`src/rtl/serial_rx.sv`:
```
// serial_rx: 3-wire serial link receiver.
// Synchronises clock/data/enable into in_clk and deserialises words.
module serial_rx #(
  parameter int unsigned BITS                = 8,
  parameter logic        LOWBIT_FIRST        = 1'b1,
  parameter logic        SAMPLE_RISING       = 1'b1,
  parameter logic        SERIAL_CLK_INACTIVE = 1'b1,
  parameter int unsigned SYNC_STAGES         = 2,
  parameter int unsigned TIMEOUT_CYCLES      = 20000
) (
  input  logic            in_clk,
  input  logic            in_rst,
  input  logic            in_serial_clk,
  input  logic            in_serial,
  input  logic            in_enable,
  output logic [BITS-1:0] out_parallel,
  output logic            out_valid,
  input  logic            in_ack,
  output logic            out_overrun,
  output logic            out_abort,
  output logic            out_busy
);

  localparam int CW = $clog2(BITS) + 1;
  localparam int IW = $clog2(BITS);
  localparam int TW =
    (TIMEOUT_CYCLES > 0) ? $clog2(TIMEOUT_CYCLES + 1) : 1;
  localparam int unsigned TLIM =
    (TIMEOUT_CYCLES > 0) ? TIMEOUT_CYCLES - 1 : 0;

  typedef enum logic {
    IDLE,
    RECV
  } state_t;

  logic [SYNC_STAGES-1:0] clk_sync;
  logic [SYNC_STAGES-1:0] dat_sync;
  logic [SYNC_STAGES-1:0] en_sync;
  logic                   clk_s;
  logic                   dat_s;
  logic                   en_s;
  logic                   clk_prev;
  logic                   sample_edge;

  state_t                 state;
  state_t                 state_n;
  logic [CW-1:0]          bit_ctr;
  logic [CW-1:0]          bit_ctr_n;
  logic [TW-1:0]          tmo;
  logic [TW-1:0]          tmo_n;
  logic [BITS-1:0]        shreg;
  logic [BITS-1:0]        shreg_n;
  logic [BITS-1:0]        word_c;
  logic [IW-1:0]          idx;
  logic                   last_bit;
  logic                   complete;
  logic                   abort_n;

  logic [BITS-1:0]        hold;
  logic [BITS-1:0]        hold_n;
  logic                   valid_q;
  logic                   valid_n;
  logic                   ovr_q;
  logic                   ovr_n;
  logic                   abort_q;

  // Equal-depth chains keep clock, data and enable aligned.
  always_ff @(posedge in_clk or negedge in_rst) begin
    if (!in_rst) begin
      clk_sync <= {SYNC_STAGES{SERIAL_CLK_INACTIVE}};
      dat_sync <= {SYNC_STAGES{1'b1}};
      en_sync  <= '0;
      clk_prev <= SERIAL_CLK_INACTIVE;
    end else begin
      clk_sync <= {clk_sync[SYNC_STAGES-2:0], in_serial_clk};
      dat_sync <= {dat_sync[SYNC_STAGES-2:0], in_serial};
      en_sync  <= {en_sync[SYNC_STAGES-2:0], in_enable};
      clk_prev <= clk_s;
    end
  end

  assign clk_s = clk_sync[SYNC_STAGES-1];
  assign dat_s = dat_sync[SYNC_STAGES-1];
  assign en_s  = en_sync[SYNC_STAGES-1];

  assign sample_edge = SAMPLE_RISING ? (clk_s & ~clk_prev)
                                     : (~clk_s & clk_prev);

  assign idx = LOWBIT_FIRST ? bit_ctr[IW-1:0]
                            : IW'(BITS - 1) - bit_ctr[IW-1:0];

  assign last_bit = (bit_ctr == CW'(BITS - 1));

  always_comb begin
    word_c      = shreg;
    word_c[idx] = dat_s;
  end

  always_ff @(posedge in_clk or negedge in_rst) begin
    if (!in_rst) begin
      state   <= IDLE;
      bit_ctr <= '0;
      tmo     <= '0;
      shreg   <= '0;
    end else begin
      state   <= state_n;
      bit_ctr <= bit_ctr_n;
      tmo     <= tmo_n;
      shreg   <= shreg_n;
    end
  end

  // Enable drop has priority over a coincident sample edge.
  always_comb begin
    state_n   = state;
    bit_ctr_n = bit_ctr;
    tmo_n     = tmo;
    shreg_n   = shreg;
    complete  = 1'b0;
    abort_n   = 1'b0;
    unique case (state)
      IDLE: begin
        bit_ctr_n = '0;
        tmo_n     = '0;
        if (en_s) state_n = RECV;
      end
      RECV: begin
        if (!en_s) begin
          state_n   = IDLE;
          bit_ctr_n = '0;
          tmo_n     = '0;
          abort_n   = (bit_ctr != '0);
        end else if (sample_edge) begin
          shreg_n = word_c;
          tmo_n   = '0;
          if (last_bit) begin
            complete  = 1'b1;
            bit_ctr_n = '0;
          end else begin
            bit_ctr_n = bit_ctr + 1'b1;
          end
        end else if ((TIMEOUT_CYCLES != 0) && (bit_ctr != '0)) begin
          if (tmo == TW'(TLIM)) begin
            abort_n   = 1'b1;
            bit_ctr_n = '0;
            tmo_n     = '0;
          end else begin
            tmo_n = tmo + 1'b1;
          end
        end
      end
      default: state_n = IDLE;
    endcase
  end

  // Ack frees the slot in the same cycle a new word may land in it.
  always_comb begin
    hold_n  = hold;
    valid_n = valid_q;
    ovr_n   = ovr_q;
    if (valid_q && in_ack) begin
      valid_n = 1'b0;
      ovr_n   = 1'b0;
    end
    if (complete) begin
      if (!valid_n) begin
        hold_n  = word_c;
        valid_n = 1'b1;
      end else begin
        ovr_n = 1'b1;
      end
    end
  end

  always_ff @(posedge in_clk or negedge in_rst) begin
    if (!in_rst) begin
      hold    <= '0;
      valid_q <= 1'b0;
      ovr_q   <= 1'b0;
      abort_q <= 1'b0;
    end else begin
      hold    <= hold_n;
      valid_q <= valid_n;
      ovr_q   <= ovr_n;
      abort_q <= abort_n;
    end
  end

  assign out_parallel = hold;
  assign out_valid    = valid_q;
  assign out_overrun  = ovr_q;
  assign out_abort    = abort_q;
  assign out_busy     = (state == RECV);

endmodule

```
`config.mk`:
```
export PLATFORM = sky130hd
export DESIGN_NAME = serial_rx
export DESIGN_NICKNAME = d
export VERILOG_FILES = /design/src/rtl/serial_rx.sv
export SDC_FILE = /design/constraint.sdc
export NUM_CORES = 1
export LEC_CHECK = 0
export CAP_MARGIN = 20
export CORE_MARGIN = 2
export CORE_UTILIZATION = 35
export DETAILED_ROUTE_END_ITERATION = 16
export GPL_TIMING_DRIVEN = 0
export REMOVE_ABC_BUFFERS = 1
export SLEW_MARGIN = 20
export SYNTH_ARGS = -nofsm -noshare
export SYNTH_HDL_FRONTEND = slang
export SYNTH_SLANG_ARGS = --single-unit
```
`constraint.sdc`:
```
create_clock -name in_clk -period 1.9 [get_ports in_clk]
set_input_delay 0.285 -clock in_clk [delete_from_list [all_inputs] [get_ports in_clk]]
set_output_delay 0.285 -clock in_clk [all_outputs]
set_load 0.02 [all_outputs]
```
==> flow_metrics.tcl, run 1 <==
set metrics [dict create \
    clock_skew_ps 5.21 \
    cts_sinks 46 \
    dieWidth_um 82.4 \
    final-hold-violation-count 0 \
    required_ps 2130 \
    fmax_mhz 544 \
    maxCapViolations 0 \
    ys_ff_latch 46 \
    status "completed" \
    grt_max_degree 30 \
    switching_share_pct 21.6 \
    grt_overflow 0 \
    core_area_um2 5920 \
    yosysMostFrequentCell "dfrtp_1" \
    power_density_nw_per_um2 682 \
    path_clk_slew_ps 80 \
    rows 28 \
    syn_area_per_cell_um2 10.6 \
    p_seq_share_pct 55.4 \
    power.leakage_uw 0.00106 \
    setup_ws_ps 62.5 \
    grt_pass1_vias 1522 \
    synth_flop_cell "dfrtp_1" \
    ys_top_cells_by_area "dfrtp_1, dfstp_2, a21oi_1" \
    finalSetupViolCount 0 \
    die_area_um2 6790 \
    worstReg2RegEnd "tmo[13]$_DFFE_PN0P_" \
    path_class "reg2reg" \
    groute.usage.overall_pct 13.9 \
    dp_slack_ps -690 \
    diodes 0 \
    wl_met3_um 140 \
    yosysWarnings 0 \
    cts_buffer_depth 2 \
    r2r-start "bit_ctr[0]$_DFFE_PN0P_" \
    yosysTopAreaCellShare_pct 47.7 \
    clockRootBuffer "clkbuf_8" \
    drive_gt1_share_pct 22.1 \
    synth.largest_area_cell "dfrtp_1" \
    critPathArrivalTime_ps 2070 \
    max_slew_margin_pct 63.3 \
    insertion_delay_ps 300 \
    cp-end-kind "register" \
    die_h_um 82.4 \
    via_count 1620 \
    via_per_inst 5.23 \
    dp_hpwl_mm 2.73 \
    wl_met1_mm 2.11 \
    num-nets-final 243 \
    ant_nets 0 \
    finalMaxSlewViolations 0 \
    synth_commonest_cells "dfrtp_1, a21oi_1, nor2_1" \
    comb_power_share_pct 5.5 \
    fin_cells 310 \
    cts_tree "done" \
    syn-cell-area_um2 2150 \
    yosysSeqAreaShare_pct 53.8 \
    p_sw_uw 396 \
    gp_congestion 0.791 \
    cts-buffers-inserted 5 \
    antenna_found_initial 0 \
    drt-initial-drc-count 46 \
    clockPowerShare_pct 39.1 \
    holdCritPathClass "reg2reg" \
    tightest_slew_ps 548 \
    r2r_slack_ps 60 \
    dp.cells 288 \
    synth_edf_count 0 \
    wl_met2_mm 1.98 \
    ys_async_sr_fraction_pct 100 \
    htree_levels 2 \
    initial_core_util_pct 36.3 \
    min_period_ps 1840 \
    p_int_uw 1430 \
    drc 0 \
    area_delta_synth_final_pct 24.7 \
    crit_fanout 8 \
    wire_per_inst_um 13.7 \
    yosysUniqueCellTypes 45 \
    vdd.ir_drop.worst_mv 0.407 \
    syn_inst 203 \
    rr_worst_depth 7 \
    fill_cells 582 \
    critPathLaunchType "register" \
    firstDrtPassIters 4 \
    period_share_pct 96.7 \
    min_path_cells 0 \
    routed_wl_mm 4.26 \
    grt_pass1_wl_mm 7.32 \
    portBuffers 17 \
    highest_layer "met4" \
    io_pins 18 \
    whs_endpoint "en_sync[1]$_DFF_PN0_" \
    min_from "en_sync[0]$_DFF_PN0_" \
]
-- cell type report --
| class | instances | area [um2] | area share, % |
|---|---|---|---|
| Inverter | 5 | 21.3 | 0.793 |
| Tap cell | 75 | 93.8 | 3.50 |
| Sequential cell | 46 | 1160 | 43.2 |
| Clock buffer | 6 | 72.6 | 2.70 |
| Multi-Input combinational cell | 144 | 973 | 36.3 |
| Clock inverter | 2 | 37.5 | 1.40 |
| Timing Repair Buffer | 32 | 325 | 12.1 |
-- flip-flops by register name, indices dropped and copies added (netlist names) --
register	cells
clk_sync	2
tmo	15
shreg	8
out_abort	1
en_sync	2
out_busy	1
out_parallel	8
out_overrun	1
out_valid	1
bit_ctr	4
dat_sync	2
clk_prev	1
-- how the worst max path moves through the flow --
stage                                 from                      to  cells past startpoint
global placement                    in_rst    en_sync[1]$_DFF_PN0_                      1
floorplan           bit_ctr[1]$_DFFE_PN0P_     tmo[13]$_DFFE_PN0P_                      6
detailed placement      tmo[8]$_DFFE_PN0P_  bit_ctr[0]$_DFFE_PN0P_                      4
global route        bit_ctr[0]$_DFFE_PN0P_      tmo[9]$_DFFE_PN0P_                      7
CTS                  clk_sync[1]$_DFF_PN1_    shreg[5]$_DFFE_PN0P_                      3
finish              bit_ctr[0]$_DFFE_PN0P_     tmo[13]$_DFFE_PN0P_                      7
-- logic make-up (layout without fill, tap and decap cells) --
kind of cell	Yosys count	count (layout)	share of synthesized area, %
mux	13	13	6.28
buf+inv	13	45	2.91
fa+ha+maj	3	3	1.74
xor+xnor	1	1	0.407
compound gates	49	49	14.8
flops	46	46	53.8
simple gates	78	78	20.1
-- repair_timing --
item / 4_1_cts / 5_1_grt
gates resized for setup: 8 / 8
endpoints found under the hold margin: 17 / 0
pin swaps: 5 / 1
setup endpoints to repair: 20 / 27
hold buffers: 1 / 0
setup buffers: 7 / 6
-- worst max-delay path, stage by stage, from the launching register on --
cell and delay (ps):
dfrtp_2 410, inv_4 50, ha_2 180, or3b_4 270, o31ai_4 70, buf_6 140, or4_4 510, a21oi_2 130
-- routing by layer --
metal | global-route usage, % | vias up
li1 | - | 805
met1 | 20.0 | 788
met2 | 20.9 | 25
met3 | 3.70 | 2
met4 | 3.50 | 0
met5 | 0 | -
-- power by group through the flow --
stage	clock network [uW]	logic (uW)	registers, uW
after floorplan	0	36.2	1030
after global placement	0	80.0	1030
after detailed placement	0	85.1	1030
after CTS	752	98.4	1010
after global routing	783	114	1020
final	715	101	1010
-- cell usage in the layout (no fill, tap or decap), types with 7 or more instances in the layout --
cell type / synthesis / layout
dfrtp_1: 41 / 39
a21oi_1: 18 / 18
clkdlybuf4s50_1: 0 / 16
nor2_1: 15 / 14
nand2_1: 13 / 13
o21ai_0: 9 / 9
mux2i_1: 9 / 9
nand3_1: 9 / 9
buf_4: 1 / 9
o31ai_1: 8 / 8
nor3_1: 7 / 7
-- metrics by stage --
stage	utilization, %	TNS (ps)	hold WS (ps)	instance area (um2)	power [uW]
after floorplan	-	-227	-10.6	2110	1070
after global placement	40.1	-42390	334	2370	1110
after detailed placement	40.3	-8590	259	2390	1120
after CTS	44.1	-14.2	357	2610	1860
after global routing	45.3	-5.08	362	2680	1910
final	45.3	0	353	2680	1830
Power figures use the tool's default switching activity.
==> run 2: changes to the inputs <==
REMOVE_ABC_BUFFERS = not set   (was 1)
==> flow_metrics.tcl, run 2 (synthesis results as in run 1) <==
set metrics [dict create \
    routed_wl_mm 4.54 \
    num-nets-final 253 \
    slowest_delay_ps 450 \
    htree_levels 2 \
    cts_buffer_depth 2 \
    maxCapViolations 0 \
    diodes 0 \
    wire_per_inst_um 14.2 \
    via_count 1700 \
    rows 28 \
    dp.cells 296 \
    dp_slack_ps -290 \
    fin_cells 320 \
    path_clk_slew_ps 90 \
    rsz0062_at_grt "yes" \
    finalMaxSlewViolations 0 \
    grt_max_degree 27 \
    initial_core_util_pct 36.3 \
    die_h_um 82.4 \
    finalSetupViolCount 0 \
    ant_nets 0 \
    critPathArrivalTime_ps 2080 \
    dieWidth_um 82.4 \
    gp_congestion 0.767 \
    largest_reg_flops 15 \
    setup_ws_ps 3.76 \
    dp_hpwl_mm 3.00 \
    cp-startpoint "bit_ctr[0]$_DFFE_PN0P_" \
    clockRootBuffer "clkbuf_8" \
    portBuffers 17 \
    die_area_um2 6790 \
    min_from "clk_sync[0]$_DFF_PN1_" \
    insertion_delay_ps 290 \
    grt_pass1_vias 1672 \
    layout_common_cells "dfrtp_1, a21oi_1, clkdlybuf4s50_1" \
    whs_endpoint "clk_sync[1]$_DFF_PN1_" \
    vdd.ir_drop.worst_mv 0.447 \
    grt_overflow 0 \
    area_delta_synth_final_pct 28.2 \
    clock_skew_ps 8.19 \
    antenna_found_initial 0 \
    firstDrtPassIters 4 \
    cts_tree "done" \
    period_share_pct 99.8 \
    grt_pass1_wl_mm 7.59 \
    drt-initial-drc-count 84 \
    status "completed" \
    fin_hold_ws_ps 351 \
    final_common_cell "dfrtp_1" \
    cts_sinks 46 \
    r2r-start "bit_ctr[0]$_DFFE_PN0P_" \
    regMostFlops "tmo" \
    min_path_cells 0 \
    fmax_mhz 527 \
    power_density_nw_per_um2 630 \
    rr_worst_depth 7 \
    cp_cell_sequence "inv_4, ha_4, or3b_4, o31ai_4, buf_6, or4_1, a21oi_2" \
    path_class "reg2reg" \
    tightest_slew_ps 511 \
    cts-buffers-inserted 5 \
    crit_fanout 6 \
    power.leakage_uw 0.00110 \
    worstReg2RegEnd "tmo[10]$_DFFE_PN0P_" \
    required_ps 2080 \
    synth_nets 212 \
    critPathLaunchType "register" \
    core_area_um2 5920 \
    cp-end-kind "register" \
    slowest_stage "dfrtp_2" \
    drive_gt1_share_pct 26.5 \
    holdCritPathClass "reg2reg" \
    via_per_inst 5.31 \
    drc 0 \
    max_slew_margin_pct 65.9 \
    final-hold-violation-count 0 \
    setup-tns-final_ps 0 \
    groute.usage.overall_pct 14.6 \
    min_period_ps 1900 \
    r2r_slack_ps 4 \
    io_pins 18 \
]
==> run 2: changes by cell type in the layout (fill, tap and decap cells not counted), moves of 2 or more <==
cell / delta
o31ai_4: +2
o31ai_2: +2
buf_2: +2
buf_12: -2
o31ai_1: -4
buf_4: +6
==> run 2: worst max-delay path, delay by kind of cell, from the launching register on <==
family | cells | cell delay [ps]
AOI/OAI and AO/OA | 2 | 420
and+or+nand+nor | 2 | 530
buffers and inverters | 2 | 260
DFF | 1 | 450
adders and majority gates | 1 | 130
==> run 2: worst max path at each step <==
stage	end	slack, ps	cells past startpoint
2_1_floorplan	tmo[8]$_DFFE_PN0P_	0.7	8
6_report	tmo[10]$_DFFE_PN0P_	4	7
4_1_cts	tmo[9]$_DFFE_PN0P_	2	8
3_5_place_dp	tmo[6]$_DFFE_PN0P_	-290	7
3_3_place_gp	out_parallel[1]$_DFFE_PN0P_	-780	1
5_1_grt	tmo[14]$_DFFE_PN0P_	-50	7
==> run 2: timing repair <==
| item | CTS | global route |
|---|---|---|
| buffers inserted | 7 | 8 |
| hold endpoints to repair | 20 | 0 |
| hold buffers | 1 | 0 |
| setup endpoints to repair | 24 | 16 |
| gates resized for setup | 11 | 18 |
| cloned | 1 | 0 |
| pin swaps | 2 | 9 |
==> run 2: layout make-up <==
type | instances | area, um2
multi-input combinational | 144 | 1020
clock buffer | 6 | 82.6
fill | 586 | 3160
tap | 75 | 93.8
inverter | 5 | 26.3
buffer | 7 | 40.0
clock inverter | 2 | 12.5
timing repair buffer | 35 | 323
sequential | 46 | 1160
==> run 2: report_power, final <==
group / leakage (uW) / internal [uW] / switching, uW
Sequential: 0.000566 / 1000 / 11.8
Combinational: 0.000484 / 40.3 / 62.3
Clock: 0.0000472 / 293 / 329
Total: 0.00110 / 1330 / 403
==> run 2: layer usage <==
metal / GRT usage [%] / up-vias / wire length, um
met5: 0 / - / 0
met4: 5.33 / 0 / 54
met3: 3.15 / 4 / 169
met2: 23.2 / 42 / 2150
met1: 19.5 / 830 / 2160
li1: - / 824 / -
==> run 2: per-stage QoR <==
| step | area, um2 | utilization [%] | total power (uW) |
|---|---|---|---|
| finish | 2760 | 46.6 | 1740 |
| global route | 2760 | 46.6 | 1820 |
| CTS | 2640 | 44.5 | 1760 |
| detailed placement | 2430 | 41.1 | 1120 |
| global placement | 2420 | 40.8 | 1120 |
| floorplan | 2150 | - | 1070 |
==> run 3: changes to the inputs <==
CORE_MARGIN = 8   (was 2)
MAX_ROUTING_LAYER = met4   (was not set)
==> flow_metrics.tcl, run 3 (synthesis results as in run 1) <==
set metrics [dict create \
    status "completed" \
    core_area_um2 5920 \
    grt_max_degree 26 \
    fin_cells 319 \
    dp_hpwl_mm 2.97 \
    cts-buffers-inserted 5 \
    vdd.ir_drop.worst_mv 0.397 \
    drc 0 \
    cp_top_family "simple AND/OR/NAND/NOR gates" \
    grt_pass1_vias 1680 \
    slowest_stage "or4_4" \
    cp_cell_sequence "clkbuf_8, inv_6, ha_4, or3b_4, o31ai_4, buf_4, or4_4, a21oi_2" \
    slowest_delay_ps 510 \
    crit_fanout 4 \
    die_h_um 94.4 \
    critPathArrivalTime_ps 2110 \
    die_area_um2 8910 \
    io_pins 18 \
    largest_reg_flops 15 \
    dp.cells 296 \
    drt-initial-drc-count 80 \
    layout_common_cells "dfrtp_1, a21oi_1, clkdlybuf4s50_1" \
    r2r_slack_ps 20 \
    fill_cells 575 \
    rsz0062_at_grt "yes" \
    ant_nets 0 \
    path_clk_slew_ps 80 \
    cts_sinks 46 \
    rows 28 \
    groute.usage.overall_pct 11.2 \
    critPathLaunchType "register" \
    power_density_nw_per_um2 620 \
    finalMaxSlewViolations 0 \
    final-hold-violation-count 0 \
    max_slew_margin_pct 64.8 \
    cp-end-kind "register" \
    fin_hold_ws_ps 353 \
    drive_gt1_share_pct 27.0 \
    gp_congestion 0.787 \
    grt_overflow 0 \
    fmax_mhz 531 \
    synth_nets 212 \
    cts_tree "done" \
    min_period_ps 1880 \
    num-nets-final 252 \
    firstDrtPassIters 4 \
    finalSetupViolCount 0 \
    via_per_inst 5.23 \
    dpl-instance-area_um2 2430 \
    cts_buffer_depth 2 \
    final_common_cell "dfrtp_1" \
    initial_core_util_pct 36.3 \
    maxCapViolations 0 \
    portBuffers 17 \
    regMostFlops "tmo" \
    power.leakage_uw 0.00109 \
    area_delta_synth_final_pct 26.6 \
    stdcell_area_um2 2720 \
    htree_levels 2 \
    dieWidth_um 94.4 \
    crit_buf_inv 3 \
    path_class "reg2reg" \
    required_ps 2130 \
    wire_per_inst_um 13.9 \
    holdCritPathClass "reg2reg" \
    period_share_pct 99.2 \
    diodes 0 \
    grt_pass1_wl_mm 7.79 \
    clockRootBuffer "clkbuf_8" \
    clock_skew_ps 9.21 \
    via_count 1668 \
    insertion_delay_ps 300 \
    report.power.total_uw 1690 \
    tightest_slew_ps 528 \
    antenna_found_initial 0 \
    routed_wl_mm 4.43 \
]
-- run 3: final timing paths --
path                                        startpoint               endpoint  depth (start not counted)
worst max-delay path            bit_ctr[1]$_DFFE_PN0P_    tmo[11]$_DFFE_PN0P_                          8
min in group asynchronous                       in_rst    tmo[10]$_DFFE_PN0P_                          2
worst min register to register    en_sync[0]$_DFF_PN0_   en_sync[1]$_DFF_PN0_                          0
worst max register to register  bit_ctr[1]$_DFFE_PN0P_    tmo[11]$_DFFE_PN0P_                          8
max in group asynchronous                       in_rst  clk_sync[1]$_DFF_PN1_                          3
worst min-delay path              en_sync[0]$_DFF_PN0_   en_sync[1]$_DFF_PN0_                          0
-- run 3: final cells by class --
type	count	area (um2)	share of cell area, %
buffer	8	53.8	1.98
clock buffer	6	72.6	2.66
tap	75	93.8	3.45
timing repair buffer	33	304	11.2
inverter	5	23.8	0.873
clock inverter	2	10.0	0.367
sequential	46	1160	42.5
multi-input combinational	144	1010	37.0
-- run 3: report_power, final --
part / total [uW] / switching (uW) / internal, uW
logic: 99.5 / 61.2 / 38.3
registers: 1010 / 10.4 / 1000
clock network: 578 / 323 / 255
-- run 3: layer usage --
metal | GRT usage, % | vias up | part of all wire (%)
met5 | - | - | 0
met1 | 14.0 | 803 | 49
met4 | 5.15 | 0 | 1.7
met3 | 2.62 | 7 | 4.2
li1 | - | 829 | -
met2 | 16.6 | 29 | 45
-- run 3: metrics by stage --
step / util, % / setup TNS (ps) / setup slack, ps
floorplan: - / 0 / 0.654
global placement: 40.8 / -36440 / -802
detailed placement: 41.1 / -2420 / -225
CTS: 44.4 / 0 / 3.69
global route: 46.0 / -318 / -54.2
finish: 46.0 / 0 / 15.3
-- run 3: what timing repair did --
item                                   4_1_cts  5_1_grt
gates resized for setup                     12       14
setup buffers                                8        5
endpoints found under the hold margin       21        0
pin swaps                                    5        2
gates cloned                                 1        0
hold buffers                                 1        0
setup endpoints to repair                   21       19
